[src/rtl/ldpc_pkg.sv]
`default_nettype none
// +------------------------------------------------------------------+
// | ldpc_pkg: shared state encoding and default timing constants     |
// | Rev 1.0                                                          |
// +------------------------------------------------------------------+
package ldpc_pkg;

  typedef enum logic [2:0] {
    ST_IDLE  = 3'd0,
    ST_LOAD  = 3'd1,
    ST_CNU   = 3'd2,
    ST_VNU   = 3'd3,
    ST_CHECK = 3'd4,
    ST_DONE  = 3'd5
  } state_e;

  localparam int unsigned DEF_MAX_ITER  = 10;
  localparam int unsigned DEF_ITER_W    = 4;
  localparam int unsigned DEF_LOAD_CYC  = 2;
  localparam int unsigned DEF_PHASE_CYC = 4;
  localparam int unsigned DEF_CNT_W     = 3;

endpackage
`default_nettype wire

[src/rtl/ldpc_phase_timer.sv]
`default_nettype none
// +------------------------------------------------------------------+
// | ldpc_phase_timer: loadable saturating down-counter, zero flag    |
// | Rev 1.0                                                          |
// +------------------------------------------------------------------+
module ldpc_phase_timer
  import ldpc_pkg::*;
#(
  parameter int unsigned CNT_W = DEF_CNT_W
) (
  input  logic             clk,
  input  logic             rst_n,
  input  logic             load_i,
  input  logic [CNT_W-1:0] load_val_i,
  output logic             zero_o
);

  logic [CNT_W-1:0] cnt_q;
  logic [CNT_W-1:0] cnt_d;

  // Holds at zero so idle states need no explicit control.
  always_comb begin
    cnt_d = cnt_q;
    if (load_i) begin
      cnt_d = load_val_i;
    end else if (cnt_q != '0) begin
      cnt_d = cnt_q - CNT_W'(1);
    end
  end

  always_ff @(posedge clk or negedge rst_n) begin
    if (!rst_n) begin
      cnt_q <= '0;
    end else begin
      cnt_q <= cnt_d;
    end
  end

  assign zero_o = (cnt_q == '0);

endmodule
`default_nettype wire

[src/rtl/ldpc_iter_ctrl.sv]
`default_nettype none
// +------------------------------------------------------------------+
// | ldpc_iter_ctrl: LOAD / CNU / VNU / CHECK iteration scheduler     |
// | Rev 1.0                                                          |
// +------------------------------------------------------------------+
module ldpc_iter_ctrl
  import ldpc_pkg::*;
#(
  parameter int unsigned MAX_ITER  = DEF_MAX_ITER,
  parameter int unsigned ITER_W    = DEF_ITER_W,
  parameter int unsigned LOAD_CYC  = DEF_LOAD_CYC,
  parameter int unsigned PHASE_CYC = DEF_PHASE_CYC,
  parameter int unsigned CNT_W     = DEF_CNT_W
) (
  input  logic              clk,
  input  logic              rst_n,
  input  logic              start,
  input  logic              abort,
  input  logic              syndrome_ok,
  output logic              busy,
  output logic              load_en,
  output logic              cnu_en,
  output logic              vnu_en,
  output logic              first_iter,
  output logic              hard_latch,
  output logic [ITER_W-1:0] iter_idx,
  output logic              done,
  output logic              success
);

  localparam logic [CNT_W-1:0]  C_LOAD_INIT  = CNT_W'(LOAD_CYC - 1);
  localparam logic [CNT_W-1:0]  C_PHASE_INIT = CNT_W'(PHASE_CYC - 1);
  localparam logic [ITER_W-1:0] C_LAST_ITER  = ITER_W'(MAX_ITER - 1);

  state_e            state_q, state_d;
  logic [ITER_W-1:0] iter_q, iter_d;
  logic              success_q, success_d;
  logic              tmr_load;
  logic [CNT_W-1:0]  tmr_val;
  logic              tmr_zero;

  ldpc_phase_timer #(
    .CNT_W (CNT_W)
  ) u_timer (
    .clk        (clk),
    .rst_n      (rst_n),
    .load_i     (tmr_load),
    .load_val_i (tmr_val),
    .zero_o     (tmr_zero)
  );

  always_comb begin
    state_d   = state_q;
    iter_d    = iter_q;
    success_d = success_q;
    tmr_load  = 1'b0;
    tmr_val   = C_PHASE_INIT;
    // Abort overrides everything, including the CHECK decision.
    if ((state_q != ST_IDLE) && abort) begin
      state_d   = ST_IDLE;
      success_d = 1'b0;
      tmr_load  = 1'b1;
      tmr_val   = '0;
    end else begin
      unique case (state_q)
        ST_IDLE: begin
          if (start) begin
            state_d   = ST_LOAD;
            iter_d    = '0;
            success_d = 1'b0;
            tmr_load  = 1'b1;
            tmr_val   = C_LOAD_INIT;
          end
        end
        ST_LOAD: begin
          if (tmr_zero) begin
            state_d  = ST_CNU;
            tmr_load = 1'b1;
          end
        end
        ST_CNU: begin
          if (tmr_zero) begin
            state_d  = ST_VNU;
            tmr_load = 1'b1;
          end
        end
        ST_VNU: begin
          if (tmr_zero) begin
            state_d = ST_CHECK;
          end
        end
        ST_CHECK: begin
          if (syndrome_ok) begin
            state_d   = ST_DONE;
            success_d = 1'b1;
          end else if (iter_q == C_LAST_ITER) begin
            state_d   = ST_DONE;
            success_d = 1'b0;
          end else begin
            state_d  = ST_CNU;
            iter_d   = iter_q + ITER_W'(1);
            tmr_load = 1'b1;
          end
        end
        ST_DONE: begin
          state_d = ST_IDLE;
          iter_d  = iter_q + ITER_W'(1);
        end
        default: state_d = ST_IDLE;
      endcase
    end
  end

  always_ff @(posedge clk or negedge rst_n) begin
    if (!rst_n) begin
      state_q   <= ST_IDLE;
      iter_q    <= '0;
      success_q <= 1'b0;
    end else begin
      state_q   <= state_d;
      iter_q    <= iter_d;
      success_q <= success_d;
    end
  end

  assign busy       = (state_q != ST_IDLE);
  assign load_en    = (state_q == ST_LOAD);
  assign cnu_en     = (state_q == ST_CNU);
  assign vnu_en     = (state_q == ST_VNU);
  assign first_iter = ((state_q == ST_CNU) || (state_q == ST_VNU)) && (iter_q == '0);
  assign hard_latch = (state_q == ST_VNU) && tmr_zero;
  assign done       = (state_q == ST_DONE);
  assign success    = success_q;
  assign iter_idx   = iter_q;

endmodule
`default_nettype wire

[config.mk]
export PLATFORM = sky130hd
export DESIGN_NAME = ldpc_iter_ctrl
export DESIGN_NICKNAME = d
export VERILOG_FILES = /design/src/rtl/ldpc_pkg.sv /design/src/rtl/ldpc_phase_timer.sv /design/src/rtl/ldpc_iter_ctrl.sv
export SDC_FILE = /design/constraint.sdc
export NUM_CORES = 1
export LEC_CHECK = 0
export CAP_MARGIN = 20
export CORE_AREA = 2 2 47 49
export CTS_BUF_LIST = sky130_fd_sc_hd__clkbuf_4 sky130_fd_sc_hd__clkbuf_8 sky130_fd_sc_hd__clkbuf_16
export DETAILED_ROUTE_END_ITERATION = 6
export DIE_AREA = 0 0 49 51
export PLACE_DENSITY = 0.7
export SLEW_MARGIN = 10
export SYNTH_ARGS = -nofsm -noshare
export SYNTH_HDL_FRONTEND = slang
export SYNTH_SLANG_ARGS = --single-unit
[constraint.sdc]
create_clock -name clk -period 1.76 [get_ports clk]
set_input_delay 0.352 -clock clk [delete_from_list [all_inputs] [get_ports clk]]
set_output_delay 0.352 -clock clk [all_outputs]
set_load 0.1 [all_outputs]
### Yosys cells after proc, flatten, opt, wreduce, memory -nomap -nowiden

Index checks and enable logic that the tools add are counted.

* flip-flop bits (word level): 11
* bits of input ports: 5
* output and inout port bits: 12
* word-level logic and storage cells: 65

* $add $sub $neg: 2
* eq/ne operators: 14
* mux-type cells: 28
* bitwise operators: 1
* reductions and logical operators: 16

Operator list (count)
* $mux 3: 9
* $pmux 3 s5: 1
* $mux 4: 3
* $pmux 4 s3: 1
* $reduce_bool 3->1: 4
* $mux 1: 9
* $ne 3x1->1 const B: 3
* $eq 3x2->1 const B: 2
* $eq 3x3->1 const B: 2
* $logic_not 3->1: 2
* $mux 2: 3
* $ne 2x2->1 const B: 3
* $reduce_and 5->1: 1
* $add 4x1->4 const B: 1
* $eq 4x4->1 const B: 1
* $logic_not 4->1: 1
* $ne 4x4->1 const B: 1
* $reduce_and 4->1: 1
* $eq 3x1->1 const B: 1
* $logic_and 1x1->1: 3
* $ne 3x3->1 const B: 1
* $pmux 1 s3: 1
* $reduce_and 3->1: 1
* $sub 3x1->3 const B: 1
* other kinds (5): 5

### Longest topological paths before layout

Gate-level depths: netlist of run 1.

* depth in word-level cells: 6
* mapped depth: 8
* gate-level depth less buffers: 7

### By module

Synthesis of run 1 repeated with hierarchy kept, for this count alone.

* cells, all modules: 93
* area total of the unflattened synthesis: 822.0 sq um

Modules (own cells, without submodules)
* ldpc_iter_ctrl: times used 1, cells each 72, area an instance 621.8 sq um, seq. area each 200.2 sq um
* ldpc_phase_timer: times used 1, cells each 21, area an instance 200.2 sq um, seq. area each 75.1 sq um

### Least setup slack after synthesis of run 1

OpenSTA, ideal clock, no wires.

* kind: reg-to-output
* start: reg iter_q[1], in the netlist iter_idx[1]
* end: out first_iter
* data arrival time: 4.209 ns
* required time: 1.408 ns
* setup slack: -2.801 ns
* stages on the path, launching flop included: 4
* path buffers: 0
* cells stage by stage: dfrtp_1 -> inv_1 -> ha_1 -> nor4b_1

* longest elaborated chain between the ends: 2

Ends and longest elaborated chain
* start, declared: RTL line ldpc_iter_ctrl.sv:36 `logic [ITER_W-1:0] iter_q, iter_d;`
* start signal, assigned: RTL line ldpc_iter_ctrl.sv:121 `iter_q <= iter_d;`
* $logic_not 4->1: RTL line ldpc_iter_ctrl.sv:130 `assign first_iter = ((state_q == ST_CNU) || (state_q == ST_VNU)) && (iter_q == '0);`
* $logic_and 1x1->1: RTL line ldpc_iter_ctrl.sv:130
* end, declared: RTL line ldpc_iter_ctrl.sv:24 `output logic first_iter,`

Every way passes these cells.

### Worst setup path in the final report of run 1

* start: reg iter_q[0], in the netlist iter_idx[0]
* end: out first_iter

The elaborated chain is that of the path after synthesis.

==> run metrics, run 1 <==
Buf/Inv on CP=3; Area after DPL=between 1000 and 1500 µm²; largest net degree at the start of global routing=13; n_diodes=0; Reg power frac=between 10% and 20%; crit share post-route=105%; synth top area cells=dfrtp_1 (34%), ha_1 (7.6%), nor2_1 (5.5%); Synth top cells by count=nor2_1 (12), dfrtp_1 (11), nand2_1 (11); Hold WC Path Type=in -> async; final worst slack=-0.0922 ns; CTS root buffer=clkbuf_4; Tmin final=1.85 ns; Starting Density=39.8%; CP startpoint=iter_idx[0]; met3 usage=2.63%; FF+latch count, synth=11; post-synth net total=107; layout cells sized above 1=52.1%; CP Launch Type=flop; Hold Fails Final Rpt=0; TritonCTS Buffers=3; Reg-to-Reg End=u_timer.cnt_q[1]; status=finished, violations left; Worst-Margin Slew=a little over 0.5 ns; worst-skew pair later-pin latency=between 0.2 and 0.3 ns; met2 GRT Util=about a third; setup TNS=-0.101 ns; endpoint class of the critical path=output pin; yosys warns=0; Largest stage delay, worst path=between 0.4 and 0.5 ns; cell count after placement=154; Yosys top cell by area=dfrtp_1; switching power=~1400 µW; WS Path Type=reg -> out; P per Cell Area=about 1800 nW/µm²; vias in the first global route=825; Int Pwr=between 1000 and 1500 µW; PortBufs=16; RSZ-0062 raised after global routing=yes; vias per inst=5.36; Worst VDD drop=1.61 mV; Residual DRC=0; critical path, cell by cell=buf_6, inv_4, ha_4, nor4b_4, buf_12; row count=17; Reg2Reg Depth=7; GP Congestion=0.829; leakage=~0.00063 µW; top-count cell post-synth=nor2_1; WL/cell=roughly 14 µm; Syn Area/Cell=~8.5 µm²; Max-Cap Viols=0; first-pass GRT wire length=3730 µm; CTS tree=done; Vias=about 900; grt met1 use=24.1%; clk buf depth=2; critical path arrival=about 1.5 ns; Synth Instances=97; die width=around 49 µm; flop2flop setup slack=0.03 ns; combinational share of power=79.1%; gr busiest metal=met2; nets=around 150; initial antenna violation count=0; fin cells=168; largest fanout on the critical path=2; setup violators final=2; gr ovfl total=0; power consumption=around 2800 µW; Achievable Freq=roughly 540 MHz; ys flop type=dfrtp_1; # hold bufs at CTS=0; Routed Antenna Nets=0; CP max-delay cell=dfrtp_4; Vert. Die Dim=between 50 and 60 µm; post-synthesis cell area=~820 µm²; Seq/Total Area, Yosys=33.5%; H-Tree Depth=1; Setup Skew=roughly 0.0025 ns; CTS sink cnt=11; drt pass-1 iters=4; total track usage=19.0%; Synth-to-Final Area Change=84.6%; count of cell types in the netlist=35; failing checks=negative setup slack; RR Startpoint=iter_idx[1]; I/O pins=17; top cell type's share of synthesized area=approximately a third; Pins Over Slew Limit=0; power share of the clock group=6.6%; Die ar.=about 2500 µm²; Final Instance Area=around 1500 µm²; EDFF count, synth=0; Crit path max-delay family=flip-flops; Max-slew headroom=between 60 and 70%; FFs w/ async S/R, synth=between 90% and 100%; DR iter-0 viols=37; core area=between 2000 and 2500 µm²; dpl hpwl=between 1500 and 2000 µm; Net Sw Frac=between 50% and 60%; final wirelength=2380 µm; Worst-path clk slew=0.08 ns; Required @ worst endpoint=1.41 ns
-- state kept, by name, summed over array words and instances, names as in the netlist --
signal	count
u_timer.cnt_q	3
success	1
iter_idx	4
state_q	3
-- layout by cell type, fill, tap and decap left out, types with 2 or more instances in the layout --
cell / count
inv_4: 2
buf_4: 23
nor3_4: 2
clkdlybuf4s50_1: 4
dfrtp_1: 5
a21o_1: 2
inv_1: 2
ha_4: 3
dfrtp_2: 4
nand2_1: 10
buf_6: 4
nor2_1: 10
clkbuf_4: 3
o31ai_1: 4
xnor2_1: 2
a21oi_1: 5
buf_12: 12
dfrtp_4: 2
inv_2: 4
o31a_1: 2
o311ai_1: 3
ha_1: 2
-- cell families (layout without fill, tap and decap cells) --
group	Yosys count	count (layout)	share of synthesized area, %
AO/OA/AOI/OAI	23	23	22.3
flip-flops	11	11	33.5
multiplexers	1	1	1.22
adder cells (fa/ha/maj)	5	5	7.62
AND/OR/NAND/NOR	42	42	27.1
buffers and inverters	13	56	6.10
XOR/XNOR	2	2	2.13
-- repair_timing --
action,CTS,global route
setup endpoints to repair,4,9
resized for setup,9,13
setup buffers,3,9
pin swaps,2,5
-- cell type report --
class | count | area, µm²
Multi-Input combinational cell | 73 | 624
Fill cell | 154 | 548
Timing Repair Buffer | 43 | 498
Sequential cell | 11 | 288
Inverter | 9 | 42.5
Tap cell | 28 | 35.0
Clock buffer | 3 | 22.5
Clock inverter | 1 | 5.00
-- power groups by stage --
stage	Combinational [µW]	Sequential [µW]	Clock [µW]
6_report	2180	394	182
5_1_grt	2310	395	193
4_1_cts	1950	384	183
3_5_place_dp	1830	399	0
3_3_place_gp	1790	393	0
2_1_floorplan	1140	472	0
-- how the worst max path moves through the flow --
stage / end / slack, ns / depth (start not counted)
after CTS: first_iter / -0.1 / 5
after global routing: first_iter / -0.13 / 5
final: first_iter / -0.09 / 5
after floorplan: first_iter / -0.47 / 3
after global placement: iter_idx[2] / 0.03 / 4
after detailed placement: iter_idx[2] / 0.0004 / 4
-- per-layer routing --
layer	up-vias	wire, µm
li1	434	-
met2	25	1220
met1	440	1050
met5	-	0
met3	2	100
met4	0	8
-- through the flow --
stage	worst slack, ns	utilization (%)	hold WS, ns
finish	-0.0922	73.4	0.416
global route	-0.130	73.4	0.466
CTS	-0.0978	67.9	0.435
detailed placement	0.000397	64.3	0.529
global placement	0.0294	64.3	0.531
floorplan	-0.468	-	0.0564
(Power assumes the default switching activity.)
==> run 2: changes to the inputs <==
==> constraint.sdc (replaced) <==
create_clock -name clk -period 1.76 [get_ports clk]
set_input_delay 0.176 -clock clk [delete_from_list [all_inputs] [get_ports clk]]
set_output_delay 0.176 -clock clk [all_outputs]
set_load 0.1 [all_outputs]
==> run metrics, run 2 (same netlist as run 1, synthesis figures left out) <==
Required @ worst endpoint=between 1.5 and 2 ns; critical path arrival=about 1.5 ns; CP max-delay cell=dfrtp_4; I/O pins=17; power consumption=approximately 2400 µW; final wirelength=2190 µm; Largest stage delay, worst path=roughly 0.48 ns; crit share post-route=96.7%; layout cells sized above 1=approximately two fifths; WS Path Type=reg -> out; nets=about 140; CTS tree=done; Vias=~800; largest fanout on the critical path=6; Hold Fails Final Rpt=0; critical path, cell by cell=buf_6, inv_4, ha_4, nor4b_4, buf_12; worst-skew pair later-pin latency=between 0.2 and 0.3 ns; Setup Skew=about 0.00099 ns; status=finished, final reports clean; Setup WS pre-CTS=0.00819 ns; P per Cell Area=between 1500 and 2000 nW/µm²; CTS sink cnt=11; Worst-Margin Slew=approximately 0.54 ns; Synth-to-Final Area Change=59.9%; met2 GRT Util=between 30% and 40%; Max-slew headroom=a little under two thirds; Residual DRC=0; largest net degree at the start of global routing=12; Max-Cap Viols=0; core area=between 2000 and 2500 µm²; Worst VDD drop=~1.6 mV; Buf/Inv on CP=3; initial antenna violation count=0; WL/cell=14.4 µm; Achievable Freq=a little under 600 MHz; PortBufs=16; row count=17; leakage=0.000553 µW; CTS root buffer=clkbuf_4; # hold bufs at CTS=0; grt met1 use=21.8%; Die ar.=2500 µm²; commonest cells after routing, fill and taps aside=buf_12 (11), buf_4 (11), nand2_1 (10), nor2_1 (10); gr ovfl total=0; drt pass-1 iters=4; Pins Over Slew Limit=0; Hold WC Path Type=in -> async; Crit path max-delay family=flip-flops; GP Congestion=between 0.8 and 0.9; total track usage=19.3%; Starting Density=39.8%; Worst-path clk slew=~0.07 ns; vias in the first global route=around 830; dpl hpwl=1670 µm; n_diodes=0; H-Tree Depth=1; Largest register FFs=4; CP Launch Type=flop; first-pass GRT wire length=around 3700 µm; endpoint class of the critical path=output pin; setup violators final=0; Tmin final=1.70 ns; TritonCTS Buffers=3; Routed Antenna Nets=0; gr busiest metal=met2; Vert. Die Dim=slightly above 50 µm; final worst slack=slightly below 0.06 ns; vias per inst=roughly 5.4; met3 usage=between 3 and 4%; die width=about 49 µm; filler cell count=around 170; DR iter-0 viols=18; clk buf depth=2
[run 2: cell count changes in the layout (fill, tap and decap cells not counted), moves of 2 or more]
cell / delta
buf_4: -12
buf_6: -3
inv_1: +3
ha_4: -2
inv_2: -2
[run 2: worst paths after layout]
kind | start | endpoint | slack (ns) | cells after the start
worst max-delay path | iter_idx[0] | first_iter | 0.06 | 5
worst min-delay path | rst_n | iter_idx[1] | 0.25 | 1
worst max register to register | iter_idx[0] | iter_idx[2] | 0.07 | 5
worst min register to register | success | success | 0.54 | 1
max in group asynchronous | rst_n | iter_idx[0] | 1.11 | 1
min in group clk | success | success | 0.54 | 1
[run 2: area by class of cell]
type                       count  area, µm²  share of cell area [%]
multi-input combinational     73        566                    43.1
timing repair buffer          27        354                    27.0
clock buffer                   4       30.0                    2.29
sequential                    11        289                    22.0
tap                           28       35.0                    2.67
inverter                       9       38.8                    2.96
[run 2: worst register-to-register path, cell delays in order (launching register included)]
cell and delay [ns]:
dfrtp_4 0.48, ha_1 0.22, nor4bb_4 0.17, a211oi_4 0.27, a21oi_1 0.11, a311o_1 0.32
[run 2: timing repair]
| action | 4_1_cts | 5_1_grt |
|---|---|---|
| endpoints found under the setup margin | 2 | 7 |
| resized for setup | 2 | 7 |
| buffers inserted | 1 | 0 |
| pin swaps | 1 | 0 |
[run 2: report_power, final]
part | total, µW | switching (µW) | leakage [µW] | internal (µW)
clock | 198 | 94.2 | 0.0000184 | 104
sequential | 453 | 120 | 0.000135 | 333
combinational | 1770 | 1060 | 0.000399 | 708
total | 2420 | 1280 | 0.000553 | 1140
[run 2: routing by layer]
| metal | wire, µm | share of wire, % |
|---|---|---|
| met1 | 955 | 44 |
| met5 | 0 | 0 |
| met2 | 1080 | 49 |
| met3 | 98 | 4.5 |
| met4 | 51 | 2.3 |
[run 2: per-stage QoR]
stage                     hold WS (ns)  setup TNS, ns  instances  utilization (%)  instance area [µm²]
after floorplan                 -0.120         -0.413         97                -                  888
after global placement           0.514              0        147             60.5                 1250
after detailed placement         0.521              0        147             60.5                 1250
after CTS                        0.255              0        152             62.4                 1290
after global routing             0.287       -0.00168        152             63.6                 1310
final                            0.245              0        152             63.6                 1310
==> run 3: changes to the inputs <==
Settings changed: CORE_AREA 2 2 47 49 to 5 5 50 52, DIE_AREA 0 0 49 51 to 0 0 55 57, GPL_TIMING_DRIVEN from default to 1.
==> run metrics, run 3 (same netlist as run 1, synthesis figures left out) <==
status=finished, final reports clean; Max-slew headroom=between 60% and 70%; row count=17; core area=roughly 2100 µm²; Worst-Margin Slew=0.524 ns; critical path arrival=1.87 ns; Die ar.=roughly 3100 µm²; Synth-to-Final Area Change=65.1%; flop2flop setup slack=roughly 0.04 ns; Vias=between 800 and 900; worst-skew pair later-pin latency=0.26 ns; total track usage=16.7%; Pins Over Slew Limit=0; first-pass GRT wire length=roughly 4000 µm; I/O pins=17; Hold Fails Final Rpt=0; filler cell count=between 150 and 200; Tmin final=approximately 1.7 ns; layout cells sized above 1=between 40% and 50%; final worst slack=between 0.04 and 0.05 ns; endpoint class of the critical path=flop; Max-Cap Viols=0; critical path, cell by cell=ha_1, nor4bb_2, a211oi_4, a21oi_1, a311o_1; power consumption=around 2500 µW; H-Tree Depth=1; CP Launch Type=flop; RR Startpoint=iter_idx[0]; Residual DRC=0; leakage=between 0.0005 and 0.0006 µW; TritonCTS Buffers=3; die width=about 55 µm; final wirelength=approximately 2300 µm; largest fanout on the critical path=6; RSZ-0062 raised after global routing=yes; Vert. Die Dim=~57 µm; CTS root buffer=clkbuf_4; largest net degree at the start of global routing=14; n_diodes=0; Required @ worst endpoint=1.91 ns; initial antenna violation count=0; WS Path Type=reg -> reg; Achievable Freq=between 500 and 600 MHz; Reg2Reg Depth=5; vias per inst=5.38; P per Cell Area=1830 nW/µm²; Routed Antenna Nets=0; Setup Skew=~0.0013 ns; clk buf depth=2; CTS sink cnt=11; commonest cells after routing, fill and taps aside=buf_4 (14), nand2_1 (11), buf_12 (11); Hold WC Path Type=in -> async; Worst-path clk slew=~0.070 ns; GP Congestion=0.872; Largest register FFs=4; PortBufs=16; crit share post-route=a little over nine tenths; nets=139; WL/cell=between 10 and 15 µm; CTS tree=done; vias in the first global route=839; drt pass-1 iters=4; Largest stage delay, worst path=approximately 0.48 ns; Reg-to-Reg End=iter_idx[2]; Setup WS pre-CTS=approximately 0.057 ns; Worst VDD drop=1.36 mV; dpl hpwl=about 1700 µm; setup violators final=0; DR iter-0 viols=28; most common cell after layout, fill and taps aside=buf_4; worst hold slack=about 0.25 ns; Starting Density=about two fifths; gr ovfl total=0; CP max-delay cell=dfrtp_4
run 3: cell type report:
type                       count  area, µm²  share of cell area [%]
multi-input combinational     73        576                    42.5
clock buffer                   4       30.0                    2.22
tap                           28       35.0                    2.59
sequential                    11        288                    21.2
inverter                       9       38.8                    2.86
timing repair buffer          31        388                    28.6
run 3: report_power, final:
group	leakage [µW]	total, µW	switching (µW)	internal, µW
sequential	0.000136	424	93.3	331
combinational	0.000415	1870	1120	753
clock	0.0000184	190	86.6	103
total	0.000569	2490	1300	1190
run 3: worst max path at each step:
stage	slack, ns	cells past startpoint	start	end
after global placement	0.12	5	iter_idx[0]	iter_idx[2]
after global routing	-0.02	6	u_timer.cnt_q[1]	hard_latch
after CTS	0.005	6	u_timer.cnt_q[1]	hard_latch
after detailed placement	0.06	7	u_timer.cnt_q[0]	u_timer.cnt_q[1]
final	0.04	5	iter_idx[0]	iter_idx[2]
after floorplan	-0.29	3	iter_idx[0]	first_iter
run 3: worst max-delay path, delay by kind of cell, from the launching register on:
family / cells / cell delay, ns
fa+ha+maj: 1 / 0.22
flops: 1 / 0.48
simple gates: 1 / 0.19
compound gates: 3 / 0.72
run 3: metrics by stage:
| step | TNS, ns | instance area (µm²) | instances | utilization [%] |
|---|---|---|---|---|
| 2_1_floorplan | -0.413 | 888 | 97 | - |
| 3_3_place_gp | 0 | 1280 | 151 | 62.0 |
| 3_5_place_dp | 0 | 1280 | 151 | 62.0 |
| 4_1_cts | 0 | 1340 | 156 | 64.8 |
| 5_1_grt | -0.0292 | 1360 | 156 | 65.7 |
| 6_report | 0 | 1360 | 156 | 65.7 |
run 3: what timing repair did:
| item | CTS | global route |
|---|---|---|
| hold buffers | 0 | 0 |
| gates resized for setup | 6 | 6 |
| endpoints found under the setup margin | 2 | 4 |
| pin swaps | 0 | 2 |
| buffers inserted | 1 | 0 |
run 3: routing by layer:
metal	track usage [%]	vias to the layer above	wire length [µm]
met4	2.43	0	23
met3	3.92	4	100
met2	27.0	27	1140
met5	0	-	0
li1	-	415	-
met1	22.7	393	1020
